$ cat src/rtl/vstream_pkt.sv
// vstream_pkt -- packetised byte stream to frame-buffer writer.
//
// Decodes framed byte packets (first/last/valid/ready) into frame-buffer
// operations: pixel writes, back-buffer row store/swap and frame swap.
//
// Ports
//   clk, rst          clock, asynchronous active-high reset
//   in_data/first/    input byte stream; a byte is accepted when
//   last/valid/ready  in_valid & in_ready
//   status            {err, 5'd0, frame_rdy, fbw_row_rdy}
//   err_clr           clears the sticky error flag
//   fbw_row_*         row address, store/swap pulses, row-ready input
//   fbw_data/col_addr pixel write data (first stream byte in [7:0]),
//   fbw_wren          column and write strobe
//   frame_swap        frame swap pulse, gated by frame_rdy
//
// Opcodes: 0x80 PIXELS, 0x01 ROW_STORE, 0x02 ROW_SWAP, 0x03 ROW_STORE+SWAP,
// 0x04 FRAME_SWAP. All outputs are registered.
module vstream_pkt #(
  parameter int N_ROWS     = 64,
  parameter int N_COLS     = 64,
  parameter int BITDEPTH   = 16,
  parameter int LOG_N_ROWS = $clog2(N_ROWS),
  parameter int LOG_N_COLS = $clog2(N_COLS)
) (
  input  logic                  clk,
  input  logic                  rst,
  input  logic [7:0]            in_data,
  input  logic                  in_first,
  input  logic                  in_last,
  input  logic                  in_valid,
  output logic                  in_ready,
  output logic [7:0]            status,
  input  logic                  err_clr,
  output logic [LOG_N_ROWS-1:0] fbw_row_addr,
  output logic                  fbw_row_store,
  input  logic                  fbw_row_rdy,
  output logic                  fbw_row_swap,
  output logic [BITDEPTH-1:0]   fbw_data,
  output logic [LOG_N_COLS-1:0] fbw_col_addr,
  output logic                  fbw_wren,
  output logic                  frame_swap,
  input  logic                  frame_rdy
);

  localparam int TW = BITDEPTH / 8;
  localparam int CW = (TW > 1) ? $clog2(TW) : 1;
  localparam logic [CW-1:0] CNT_LAST = CW'(TW - 1);
  // Column tracked with 9 bits so positions past the last column stay detectable.
  localparam logic [8:0] COL_LIMIT = 9'(N_COLS);

  typedef enum logic [2:0] {
    IDLE, PIX_COL, PIX_DATA, ROW_ARG, ROW_WAIT, FRAME_WAIT, SKIP
  } state_t;

  state_t                state_q, state_d;
  logic [CW-1:0]         cnt_q, cnt_d;
  logic [8:0]            col_q, col_d;
  logic [BITDEPTH-1:0]   pix_q, pix_d;
  logic [1:0]            row_op_q, row_op_d;     // {swap, store}
  logic                  cmd_last_q, cmd_last_d; // command ended its packet
  logic                  err_q, err_d, err_set;
  logic                  in_ready_q, in_ready_d;
  logic [7:0]            status_q, status_d;
  logic [LOG_N_ROWS-1:0] row_addr_q, row_addr_d;
  logic                  row_store_q, row_store_d;
  logic                  row_swap_q, row_swap_d;
  logic                  wren_q, wren_d;
  logic                  frame_swap_q, frame_swap_d;
  logic [BITDEPTH-1:0]   data_q, data_d;
  logic [LOG_N_COLS-1:0] col_addr_q, col_addr_d;
  logic                  take;

  // Next-state and next-output computation for the packet decoder.
  always_comb begin
    take         = in_valid & in_ready_q;
    state_d      = state_q;
    cnt_d        = cnt_q;
    col_d        = col_q;
    pix_d        = pix_q;
    row_op_d     = row_op_q;
    cmd_last_d   = cmd_last_q;
    err_set      = 1'b0;
    row_addr_d   = row_addr_q;
    row_store_d  = 1'b0;
    row_swap_d   = 1'b0;
    wren_d       = 1'b0;
    frame_swap_d = 1'b0;
    data_d       = data_q;
    col_addr_d   = col_addr_q;

    case (state_q)
      ROW_WAIT: begin
        if (fbw_row_rdy) begin
          row_store_d = row_op_q[0];
          row_swap_d  = row_op_q[1];
          // Bytes left in the packet after a complete command are an error.
          err_set     = ~cmd_last_q;
          state_d     = cmd_last_q ? IDLE : SKIP;
        end else begin
          state_d = ROW_WAIT;
        end
      end
      FRAME_WAIT: begin
        if (frame_rdy) begin
          frame_swap_d = 1'b1;
          err_set      = ~cmd_last_q;
          state_d      = cmd_last_q ? IDLE : SKIP;
        end else begin
          state_d = FRAME_WAIT;
        end
      end
      default: begin
        if (!take) begin
          state_d = state_q;
        end else if (in_first) begin
          // A new opcode outside IDLE aborts the current packet.
          err_set = (state_q != IDLE);
          cnt_d   = '0;
          case (in_data)
            8'h80: begin
              if (in_last) begin
                err_set = 1'b1;
                state_d = IDLE;
              end else begin
                state_d = PIX_COL;
              end
            end
            8'h01, 8'h02, 8'h03: begin
              row_op_d = in_data[1:0];
              if (in_last) begin
                err_set = 1'b1;
                state_d = IDLE;
              end else begin
                state_d = ROW_ARG;
              end
            end
            8'h04: begin
              cmd_last_d = in_last;
              state_d    = FRAME_WAIT;
            end
            default: begin
              err_set = 1'b1;
              state_d = in_last ? IDLE : SKIP;
            end
          endcase
        end else begin
          case (state_q)
            PIX_COL: begin
              col_d   = {1'b0, in_data};
              cnt_d   = '0;
              state_d = in_last ? IDLE : PIX_DATA;
            end
            PIX_DATA: begin
              pix_d[{cnt_q, 3'b000} +: 8] = in_data;
              if (cnt_q == CNT_LAST) begin
                cnt_d = '0;
                if (col_q < COL_LIMIT) begin
                  wren_d     = 1'b1;
                  data_d     = pix_d;
                  col_addr_d = col_q[LOG_N_COLS-1:0];
                  col_d      = col_q + 9'd1;
                end else begin
                  err_set = 1'b1;
                  col_d   = col_q;   // saturate once past the row end
                end
              end else begin
                cnt_d   = cnt_q + CW'(1);
                err_set = in_last;   // partial pixel at packet end
              end
              state_d = in_last ? IDLE : PIX_DATA;
            end
            ROW_ARG: begin
              row_addr_d = in_data[LOG_N_ROWS-1:0];
              cmd_last_d = in_last;
              state_d    = ROW_WAIT;
            end
            SKIP: begin
              state_d = in_last ? IDLE : SKIP;
            end
            default: begin
              // Continuation byte with no packet open.
              err_set = 1'b1;
              state_d = in_last ? IDLE : SKIP;
            end
          endcase
        end
      end
    endcase

    err_d      = err_set | (err_q & ~err_clr);
    in_ready_d = (state_d != ROW_WAIT) && (state_d != FRAME_WAIT);
    status_d   = {err_d, 5'd0, frame_rdy, fbw_row_rdy};
  end

  // State and output registers.
  always_ff @(posedge clk or posedge rst) begin
    if (rst) begin
      state_q      <= IDLE;
      cnt_q        <= '0;
      col_q        <= 9'd0;
      pix_q        <= '0;
      row_op_q     <= 2'b00;
      cmd_last_q   <= 1'b0;
      err_q        <= 1'b0;
      in_ready_q   <= 1'b1;
      status_q     <= 8'd0;
      row_addr_q   <= '0;
      row_store_q  <= 1'b0;
      row_swap_q   <= 1'b0;
      wren_q       <= 1'b0;
      frame_swap_q <= 1'b0;
      data_q       <= '0;
      col_addr_q   <= '0;
    end else begin
      state_q      <= state_d;
      cnt_q        <= cnt_d;
      col_q        <= col_d;
      pix_q        <= pix_d;
      row_op_q     <= row_op_d;
      cmd_last_q   <= cmd_last_d;
      err_q        <= err_d;
      in_ready_q   <= in_ready_d;
      status_q     <= status_d;
      row_addr_q   <= row_addr_d;
      row_store_q  <= row_store_d;
      row_swap_q   <= row_swap_d;
      wren_q       <= wren_d;
      frame_swap_q <= frame_swap_d;
      data_q       <= data_d;
      col_addr_q   <= col_addr_d;
    end
  end

  assign in_ready      = in_ready_q;
  assign status        = status_q;
  assign fbw_row_addr  = row_addr_q;
  assign fbw_row_store = row_store_q;
  assign fbw_row_swap  = row_swap_q;
  assign fbw_data      = data_q;
  assign fbw_col_addr  = col_addr_q;
  assign fbw_wren      = wren_q;
  assign frame_swap    = frame_swap_q;

endmodule

$ cat config.mk
export PLATFORM = sky130hd
export DESIGN_NAME = vstream_pkt
export DESIGN_NICKNAME = d
export VERILOG_FILES = /design/src/rtl/vstream_pkt.sv
export SDC_FILE = /design/constraint.sdc
export NUM_CORES = 1
export LEC_CHECK = 0
export CAP_MARGIN = 20
export CORE_MARGIN = 1.5
export CORE_UTILIZATION = 25
export DETAILED_ROUTE_END_ITERATION = 6
export GPL_TIMING_DRIVEN = 0
export SYNTH_ARGS = -nofsm -noshare
export SYNTH_HDL_FRONTEND = slang
export SYNTH_SLANG_ARGS = --single-unit
$ cat constraint.sdc
create_clock -name clk -period 1.9 [get_ports clk]
set_input_delay 0.19 -clock clk [delete_from_list [all_inputs] [get_ports clk]]
set_output_delay 0.19 -clock clk [all_outputs]
set_load 0.02 [all_outputs]
==> results of run 1 <==
## synthesized netlist by cell type (all sizes together)
library cell	n	area [um2]
dfrtp	67	1677
mux2	63	780.8
buf	12	90.08
clkbuf	11	41.29
nand2	9	36.29
nor2	9	33.78
nor3	9	56.31
inv	8	30.03
a2bb2oi	7	61.31
o21ai	7	35.03
a21oi	6	30.03
and3	5	31.28
nand3	5	25.02
nor2b	5	31.28
a211oi	4	30.03
nor4	4	46.29
a2111oi	3	26.28
a22o	3	26.28
a31oi	3	18.77
nand4	3	18.77
nor3b	3	22.52
or3	3	18.77
and2	2	12.51
and4	2	17.52
mux2i	2	20.02
o22ai	2	12.51
o31ai	2	15.01
a31o	1	8.760
a41o	1	10.01
and3b	1	8.760
conb	1	3.750
dfstp	1	26.28
ha	1	12.51
nand2b	1	6.260
nor4b	1	15.01
o311a	1	10.01
o311ai	1	8.760
o32ai	1	8.760
or2	1	6.260
or3b	1	8.760
or4	1	7.510
xor2	1	8.760
## power by group
group	switching, mW	internal (mW)
Sequential	0.370	1.94
Clock	0.618	1.05
Combinational	1.14	1.33
Total	2.13	4.32
## critical path, stage by stage, from the launching register on
cell and delay (ns):
dfrtp_1 0.43, or3b_1 0.38, buf_6 0.15, nor3_4 0.24, nand2_4 0.11, buf_12 0.18, mux2_4 0.30
## placed cells by master, fill, tap and decap left out, types with 6 or more instances in the layout
master,instances
nor2_1,8
mux2_2,43
o21ai_0,7
a21oi_1,6
dfrtp_1,65
mux2_4,20
a2bb2oi_1,7
inv_1,7
clkdlybuf4s50_1,47
buf_4,12
nor3_1,8
nand2_1,6
clkbuf_16,9
## state kept, by name, indices dropped and copies added (netlist names), 2 cells and up
name,count
col_q,9
fbw_col_addr,6
fbw_data,16
fbw_row_addr,6
pix_q,16
row_op_q,2
state_q,3
status,3
## what timing repair did
| action | CTS | global route |
|---|---|---|
| gates resized for setup | 5 | 23 |
| pin swaps | 1 | 3 |
| setup endpoints to repair | 42 | 53 |
| buffers inserted | 2 | 5 |
## per-stage QoR
stage | TNS [ns] | util | instance area [um2] | cells
5_1_grt | -1.320 | 0.3431 | 4543 | 523
4_1_cts | -0.7260 | 0.3349 | 4436 | 519
3_3_place_gp | -89.53 | 0.3096 | 4100 | 501
6_report | 0 | 0.3431 | 4543 | 523
2_1_floorplan | 0 | - | 3410 | 278
3_5_place_dp | -8.174 | 0.3098 | 4103 | 501
## metal layers
metal  part of all wire  routed length, um  global-route usage
met2               0.47               3849              0.1864
met5                  0                  0                   0
met4              0.016                133             0.04985
met3              0.050                406             0.04087
met1               0.46               3779              0.1542
## final cells by class
class	count	area share
plain buffers	22	0.03415
flip-flops and latches	68	0.3754
clock buffers	10	0.05260
repair buffers	54	0.1159
clock inverters	6	0.01405
inverters	8	0.007161
well taps	176	0.04847
multi-input cells	179	0.3522
## how the worst max path moves through the flow
stage                            to  depth (start not counted)       start  slack, ns
finish                 fbw_data[15]                          6  state_q[2]     0.0008
global route           fbw_data[11]                          6  state_q[2]      -0.06
CTS                     fbw_data[1]                          6  state_q[1]      -0.04
detailed placement         in_ready                          6  in_data[2]      -0.60
global placement    fbw_col_addr[5]                          2         rst      -1.22
floorplan                cmd_last_q                          1         rst     0.0001
## logic make-up after synthesis
logic type	count (synthesis)
adders and majority gates	1
buffers and inverters	31
xor gates and xnor gates	1
AOI/OAI and AO/OA	42
other	1
muxes	65
and+or+nand+nor	65
DFF	68
==> flow_summary.json, run 1 <==
{
  "synth_seq_area_share": 0.5017,
  "antenna_cells": 0,
  "multi_input_area_mm2": 0.001600,
  "htree_levels": 3,
  "syn_to_final_growth_pct": 33.84,
  "slew_violations": 0,
  "clock_latency_ns": 0.33,
  "start_kind": "flip-flop",
  "wl_per_cell_um": 15.62,
  "grt_pass1_wl_um": 13250,
  "cts_num_sinks": 68,
  "worstPathArrival_ns": 2.11,
  "hp-class": "in -> reg",
  "io_pins": 57,
  "routed_wl_um": 8169,
  "cts_root_buffer": "clkbuf_16",
  "cap_violations": 0,
  "synthAdderAreaFrac": 0.003686,
  "power_density_mw_per_mm2": 1418,
  "reg2reg_depth": 6,
  "die_y_um": 119.5,
  "grt.overflow.total": 0,
  "hold_violations": 0,
  "dp_slack_ns": -0.6017,
  "place_congestion": 0.8505,
  "rrSetupSlack_ns": 0.0008,
  "port-buffer-count": 47,
  "clock_path_buffers": 2,
  "antenna_found_initial": 0,
  "ys_warn_count": 0,
  "rr_startpoint": "state_q[2]",
  "drcViolationCount": 0,
  "layout-drive-gt1-share": 0.3401,
  "fmax_mhz": 526.5,
  "dpl.hpwl_um": 5493,
  "die_w_um": 119.5,
  "whs_ns": 0.3687,
  "status": "complete, no violations",
  "synth_cell_type_count": 49,
  "drt_pass1_iterations": 5,
  "initial_core_util": 0.2563,
  "tightestPinTransition_ns": 0.8522,
  "grt_pass1_vias": 2500,
  "rows": 42,
  "synth_top_family_by_area": "multiplexers",
  "cts_hold_buf": 0,
  "synthMuxAreaShare": 0.2359,
  "period_minus_slack_ns": 1.899,
  "fillers": 1325,
  "worst_slack_ns": 0.0007987,
  "dieArea_mm2": 0.01429,
  "holdPathEnd": "row_op_q[1]",
  "fin_nets": 359,
  "whs_path_depth": 3,
  "finClkSkew_ns": 0.004895,
  "hold_start": "in_data[0]",
  "r2r_end": "fbw_data[15]",
  "avgSynthCellArea_um2": 12.39,
  "synth_simple_gate_area_frac": 0.1187,
  "cts_inserted_buffers": 9,
  "setup_violations": 0,
  "cts_tree": "done",
  "core_area_mm2": 0.01324,
  "vias_per_cell": 4.639,
  "syn_area_mm2": 0.003395,
  "synth_xor_area_frac": 0.002580,
  "synth_compound_area_frac": 0.08883,
  "grt_max_degree": 69,
  "vias": 2426,
  "final_antenna_net_count": 0,
  "clkTransAtPathRegs_ns": 0.05,
  "synth_seq_cells": 68,
  "seq_area_mm2": 0.001705,
  "crit_required_ns": 2.12,
  "crit_path_max_fanout": 10,
  "drt-initial-drc-count": 80,
  "track_usage": 0.1205,
  "ir_drop_uv": 516.2,
  "slew_headroom": 0.4319,
  "p_leak_nw": 2.025,
  "cp-end-kind": "flip-flop",
  "syn_inst": 274,
  "rsz0062_at_grt": "true",
  "p_total_mw": 6.444,
  "critPathKind": "reg -> reg",
  "period_share": 0.9996
}
Note: power is estimated with default switching activity, not from simulation.
==> inputs of run 2 (changes only) <==
==> constraint.sdc (replaced) <==
create_clock -name clk -period 1.8 [get_ports clk]
set_input_delay 0.18 -clock clk [delete_from_list [all_inputs] [get_ports clk]]
set_output_delay 0.18 -clock clk [all_outputs]
set_load 0.02 [all_outputs]
==> flow_summary.json, run 2 (synthesized netlist as in run 1, its figures left out) <==
{
  "fmax_mhz": 559.3,
  "power_density_mw_per_mm2": 1506,
  "cap_violations": 0,
  "mostFrequentLayoutCells": "67 x dfrtp_1, 46 x clkdlybuf4s50_1, 37 x mux2_2, 26 x mux2_4, 14 x buf_4",
  "crit_path_max_fanout": 5,
  "switchingPower_mw": 2.292,
  "drt_pass1_iterations": 4,
  "finClkSkew_ns": 0.007197,
  "multi_input_area_mm2": 0.001650,
  "wl_per_cell_um": 15.63,
  "ir_drop_uv": 528.9,
  "initial_core_util": 0.2563,
  "whs_ns": 0.3018,
  "antenna_found_initial": 0,
  "final_common_cell": "dfrtp_1",
  "cts_tree": "done",
  "vias_per_cell": 4.615,
  "rows": 42,
  "final_antenna_net_count": 0,
  "fin_nets": 361,
  "clock_latency_ns": 0.34,
  "hold_violations": 0,
  "clkTransAtPathRegs_ns": 0.06,
  "grt_pass1_vias": 2452,
  "drt-initial-drc-count": 91,
  "die_y_um": 119.5,
  "layout-drive-gt1-share": 0.3582,
  "slew_headroom": 0.5248,
  "dieArea_mm2": 0.01429,
  "dpl.hpwl_um": 5582,
  "worstPathArrival_ns": 2.01,
  "fillers": 1317,
  "cts_num_sinks": 68,
  "cts_hold_buf": 0,
  "tightestPinTransition_ns": 0.7113,
  "switching_share": 0.3268,
  "period_share": 0.9933,
  "crit_required_ns": 2.02,
  "syn_to_final_growth_pct": 37.23,
  "cts_inserted_buffers": 9,
  "grt.overflow.total": 0,
  "port-buffer-count": 47,
  "slew_violations": 0,
  "rsz0062_at_grt": "true",
  "io_pins": 57,
  "grt_pass1_wl_um": 13480,
  "status": "complete, no violations",
  "internal_power_mw": 4.722,
  "period_minus_slack_ns": 1.788,
  "setup_violations": 0,
  "routed_wl_um": 8208,
  "grt_max_degree": 39,
  "core_area_mm2": 0.01324,
  "critPathKind": "reg -> reg",
  "power_frac_seq": 0.346,
  "finish.cell_count_without_fillers": 525,
  "antenna_cells": 0,
  "htree_levels": 3,
  "seq_area_mm2": 0.001703,
  "drcViolationCount": 0,
  "die_w_um": 119.5,
  "cp-end-kind": "flip-flop",
  "comb_power_share": 0.384,
  "hp-class": "in -> async",
  "dp_cells": 502,
  "cts_root_buffer": "clkbuf_16",
  "vias": 2423,
  "p_leak_nw": 2.080,
  "track_usage": 0.1218,
  "p_clk_frac": 0.270,
  "start_kind": "flip-flop",
  "clock_path_buffers": 2,
  "place_congestion": 0.8252
}
run 2: timing repair:
| item | in CTS | in global routing |
|---|---|---|
| buffers inserted | 5 | 3 |
| endpoints found under the setup margin | 47 | 54 |
| pin swaps | 3 | 5 |
| resized for setup | 25 | 24 |
| endpoints found under the hold margin | 0 | 0 |
| gates cloned | 0 | 1 |
run 2: worst paths after layout:
check / start / to / slack, ns / depth (start not counted)
min reg2reg: pix_q[11] / pix_q[11] / 0.50 / 1
max in group asynchronous: rst / state_q[0] / 0.88 / 3
min: rst / fbw_data[10] / 0.30 / 2
max reg2reg: state_q[2] / fbw_data[11] / 0.01 / 5
max: state_q[2] / fbw_data[11] / 0.01 / 5
min in group clk: fbw_row_rdy / status[0] / 0.36 / 1
run 2: routing by layer:
layer | track usage | part of all wire
met5 | 0 | 0
met4 | 0.06101 | 0.025
met3 | 0.03279 | 0.055
met2 | 0.1800 | 0.45
met1 | 0.1642 | 0.47
run 2: metrics by stage:
step	utilization	TNS [ns]	cell area [um2]	setup WS, ns	power [mW]
2_1_floorplan	-	0	3413	0.004844	4.078
3_3_place_gp	0.3099	-11.02	4104	-0.7399	4.856
3_5_place_dp	0.3114	-11.39	4124	-0.7795	4.895
4_1_cts	0.3450	-1.862	4568	-0.08994	6.988
5_1_grt	0.3518	-0.5474	4658	-0.04342	7.429
6_report	0.3518	0	4658	0.01203	7.014
run 2: critical path, stage by stage, from the launching register on:
cell	delay, ns
dfrtp_1	0.41
or3b_4	0.45
nor3_4	0.19
nand2_4	0.13
clkbuf_16	0.19
mux2_4	0.29
run 2: layout make-up:
class	count	area share
Tap cell	176	0.04727
Clock inverter	6	0.01907
Sequential cell	68	0.3656
Clock buffer	10	0.04915
Multi-Input combinational cell	179	0.3543
Buffer	21	0.03250
Timing Repair Buffer	57	0.1249
Inverter	8	0.007252
run 2: power groups by stage:
stage	logic (mW)	registers (mW)	clock network, mW
final	2.69	2.43	1.89
after global routing	2.93	2.50	2.00
after CTS	2.64	2.42	1.92
after detailed placement	2.47	2.43	0
after global placement	2.44	2.41	0
after floorplan	1.51	2.57	0
==> inputs of run 3 (changes only) <==
--- a/config.mk
+++ b/config.mk
@@ -6,7 +6,8 @@
 export NUM_CORES = 1
 export LEC_CHECK = 0
 export CAP_MARGIN = 20
-export CORE_MARGIN = 1.5
+export CORE_ASPECT_RATIO = 0.75
+export CORE_MARGIN = 2
 export CORE_UTILIZATION = 25
 export DETAILED_ROUTE_END_ITERATION = 6
 export GPL_TIMING_DRIVEN = 0
==> flow_summary.json, run 3 (synthesized netlist as in run 1, its figures left out) <==
{
  "core_area_mm2": 0.01311,
  "routed_wl_um": 8644,
  "dpl.hpwl_um": 5774,
  "finish.cell_count_without_fillers": 523,
  "cts_num_sinks": 68,
  "cap_violations": 0,
  "period_share": 1.008,
  "cts_root_buffer": "clkbuf_16",
  "final_antenna_net_count": 0,
  "p_clk_frac": 0.223,
  "die_y_um": 104.9,
  "initial_core_util": 0.2590,
  "finClkSkew_ns": 0.005800,
  "power_density_mw_per_mm2": 1473,
  "worst_slack_ns": -0.01487,
  "grt.overflow.total": 0,
  "p_leak_nw": 2.113,
  "period_minus_slack_ns": 1.815,
  "violations": "setup timing",
  "tightestPinTransition_ns": 0.6808,
  "cts_inserted_buffers": 9,
  "switching_share": 0.3404,
  "clock_latency_ns": 0.33,
  "drt_pass1_iterations": 4,
  "grt_pass1_vias": 2629,
  "clkTransAtPathRegs_ns": 0.05,
  "dp_slack_ns": -0.6072,
  "grt_pass1_wl_um": 14230,
  "cp-end-kind": "flip-flop",
  "fillers": 1262,
  "critPathKind": "reg -> reg",
  "final_util": 0.3564,
  "internal_power_mw": 4.539,
  "track_usage": 0.1245,
  "critical_path.cell_chain": "or3b_1 -> buf_6 -> nor3_4 -> nand2_4 -> buf_12 -> mux2_4",
  "rsz0062_at_grt": "true",
  "io_pins": 57,
  "dieArea_mm2": 0.01454,
  "slowest_stage": "or3b_1",
  "drcViolationCount": 0,
  "slew_headroom": 0.5452,
  "status": "finished with violations",
  "antenna_cells": 0,
  "clock_path_buffers": 2,
  "wl_per_cell_um": 16.53,
  "power_frac_seq": 0.353,
  "crit_family": "simple AND/OR/NAND/NOR gates",
  "drt-initial-drc-count": 210,
  "critPathBufInv": 2,
  "crit_path_max_fanout": 10,
  "port-buffer-count": 47,
  "setup_violations": 12,
  "place_congestion": 0.8815,
  "vias_per_cell": 4.744,
  "slew_violations": 0,
  "switchingPower_mw": 2.343,
  "antenna_found_initial": 0,
  "layout-drive-gt1-share": 0.3608,
  "die_w_um": 138.6,
  "crit_required_ns": 2.02,
  "ir_drop_uv": 648.6,
  "start_kind": "flip-flop",
  "fmax_mhz": 551.0,
  "cts_tree": "done",
  "htree_levels": 3,
  "comb_power_share": 0.424,
  "rows": 36,
  "worstPathArrival_ns": 2.03,
  "dp_cells": 497,
  "hold_violations": 0,
  "cpPeakStageDelay_ns": 0.39,
  "syn_to_final_growth_pct": 37.63,
  "final_common_cell": "dfrtp_1",
  "fin_nets": 365,
  "hp-class": "in -> async",
  "vias": 2481,
  "mostFrequentLayoutCells": "67 x dfrtp_1, 45 x clkdlybuf4s50_1, 35 x mux2_2, 28 x mux2_4, 15 x buf_4",
  "grt_max_degree": 41
}
run 3: cell count changes in the layout (fill, tap and decap cells not counted), moves of 2 or more:
cell	change
buf_6	+4
bufinv_16	-2
clkbuf_2	+2
clkinv_2	+2
clkinvlp_4	-2
mux2_2	-2
mux2_4	+2
nor3_1	-2
nor3_2	+2
run 3: routing by layer:
metal,part of all wire,up-vias,global-route usage
met3,0.063,0,0.05179
met5,0,-,0
met2,0.45,59,0.1849
li1,-,1150,-
met1,0.49,1272,0.1731
met4,0,0,0.01895
run 3: final cells by class:
cell class / instances / area (um2) / share of cell area
well taps: 171 / 214.0 / 0.04580
clock buffers: 12 / 236.5 / 0.05062
inverters: 8 / 33.78 / 0.007231
multi-input cells: 179 / 1685 / 0.3607
repair buffers: 60 / 613.1 / 0.1312
flip-flops and latches: 68 / 1703 / 0.3645
plain buffers: 22 / 171.4 / 0.03669
clock inverters: 3 / 15.01 / 0.003214
run 3: worst paths after layout:
check / startpoint / endpoint / slack, ns / cells past startpoint
max in group asynchronous: rst / col_q[7] / 0.90 / 3
max reg2reg: state_q[0] / fbw_data[14] / -0.01 / 6
min: rst / status[7] / 0.29 / 2
max: state_q[0] / fbw_data[14] / -0.01 / 6
min in group clk: in_first / cnt_q / 0.37 / 3
min reg2reg: row_op_q[1] / row_op_q[1] / 0.49 / 1
run 3: repair_timing:
item / in CTS / in global routing
cloned: 1 / 0
resized for setup: 32 / 29
setup buffers: 11 / 0
pin swaps: 5 / 5
hold buffers: 0 / 0
setup endpoints to repair: 47 / 59
run 3: worst reg2reg max path, stage by stage (launching register included):
cell and delay [ns]:
dfrtp_1 0.38, or3b_1 0.39, buf_6 0.14, nor3_4 0.17, nand2_4 0.15, buf_12 0.19, mux2_4 0.30
run 3: per-stage QoR:
stage / instance area, um2 / setup TNS (ns) / hold WS [ns] / power (mW)
4_1_cts: 4593 / -1.385 / 0.3260 / 6.827
6_report: 4672 / -0.1233 / 0.2949 / 6.882
3_3_place_gp: 4098 / -9.575 / 0.4839 / 4.863
2_1_floorplan: 3413 / 0 / 0.2114 / 4.078
3_5_place_dp: 4118 / -10.08 / 0.4861 / 4.932
5_1_grt: 4672 / -2.581 / 0.3494 / 7.303
run 3: power by group through the flow:
stage | clock network [mW] | registers, mW | logic [mW]
global placement | 0 | 2.41 | 2.45
floorplan | 0 | 2.57 | 1.51
global route | 1.66 | 2.51 | 3.13
CTS | 1.59 | 2.43 | 2.81
detailed placement | 0 | 2.44 | 2.49
finish | 1.53 | 2.43 | 2.92
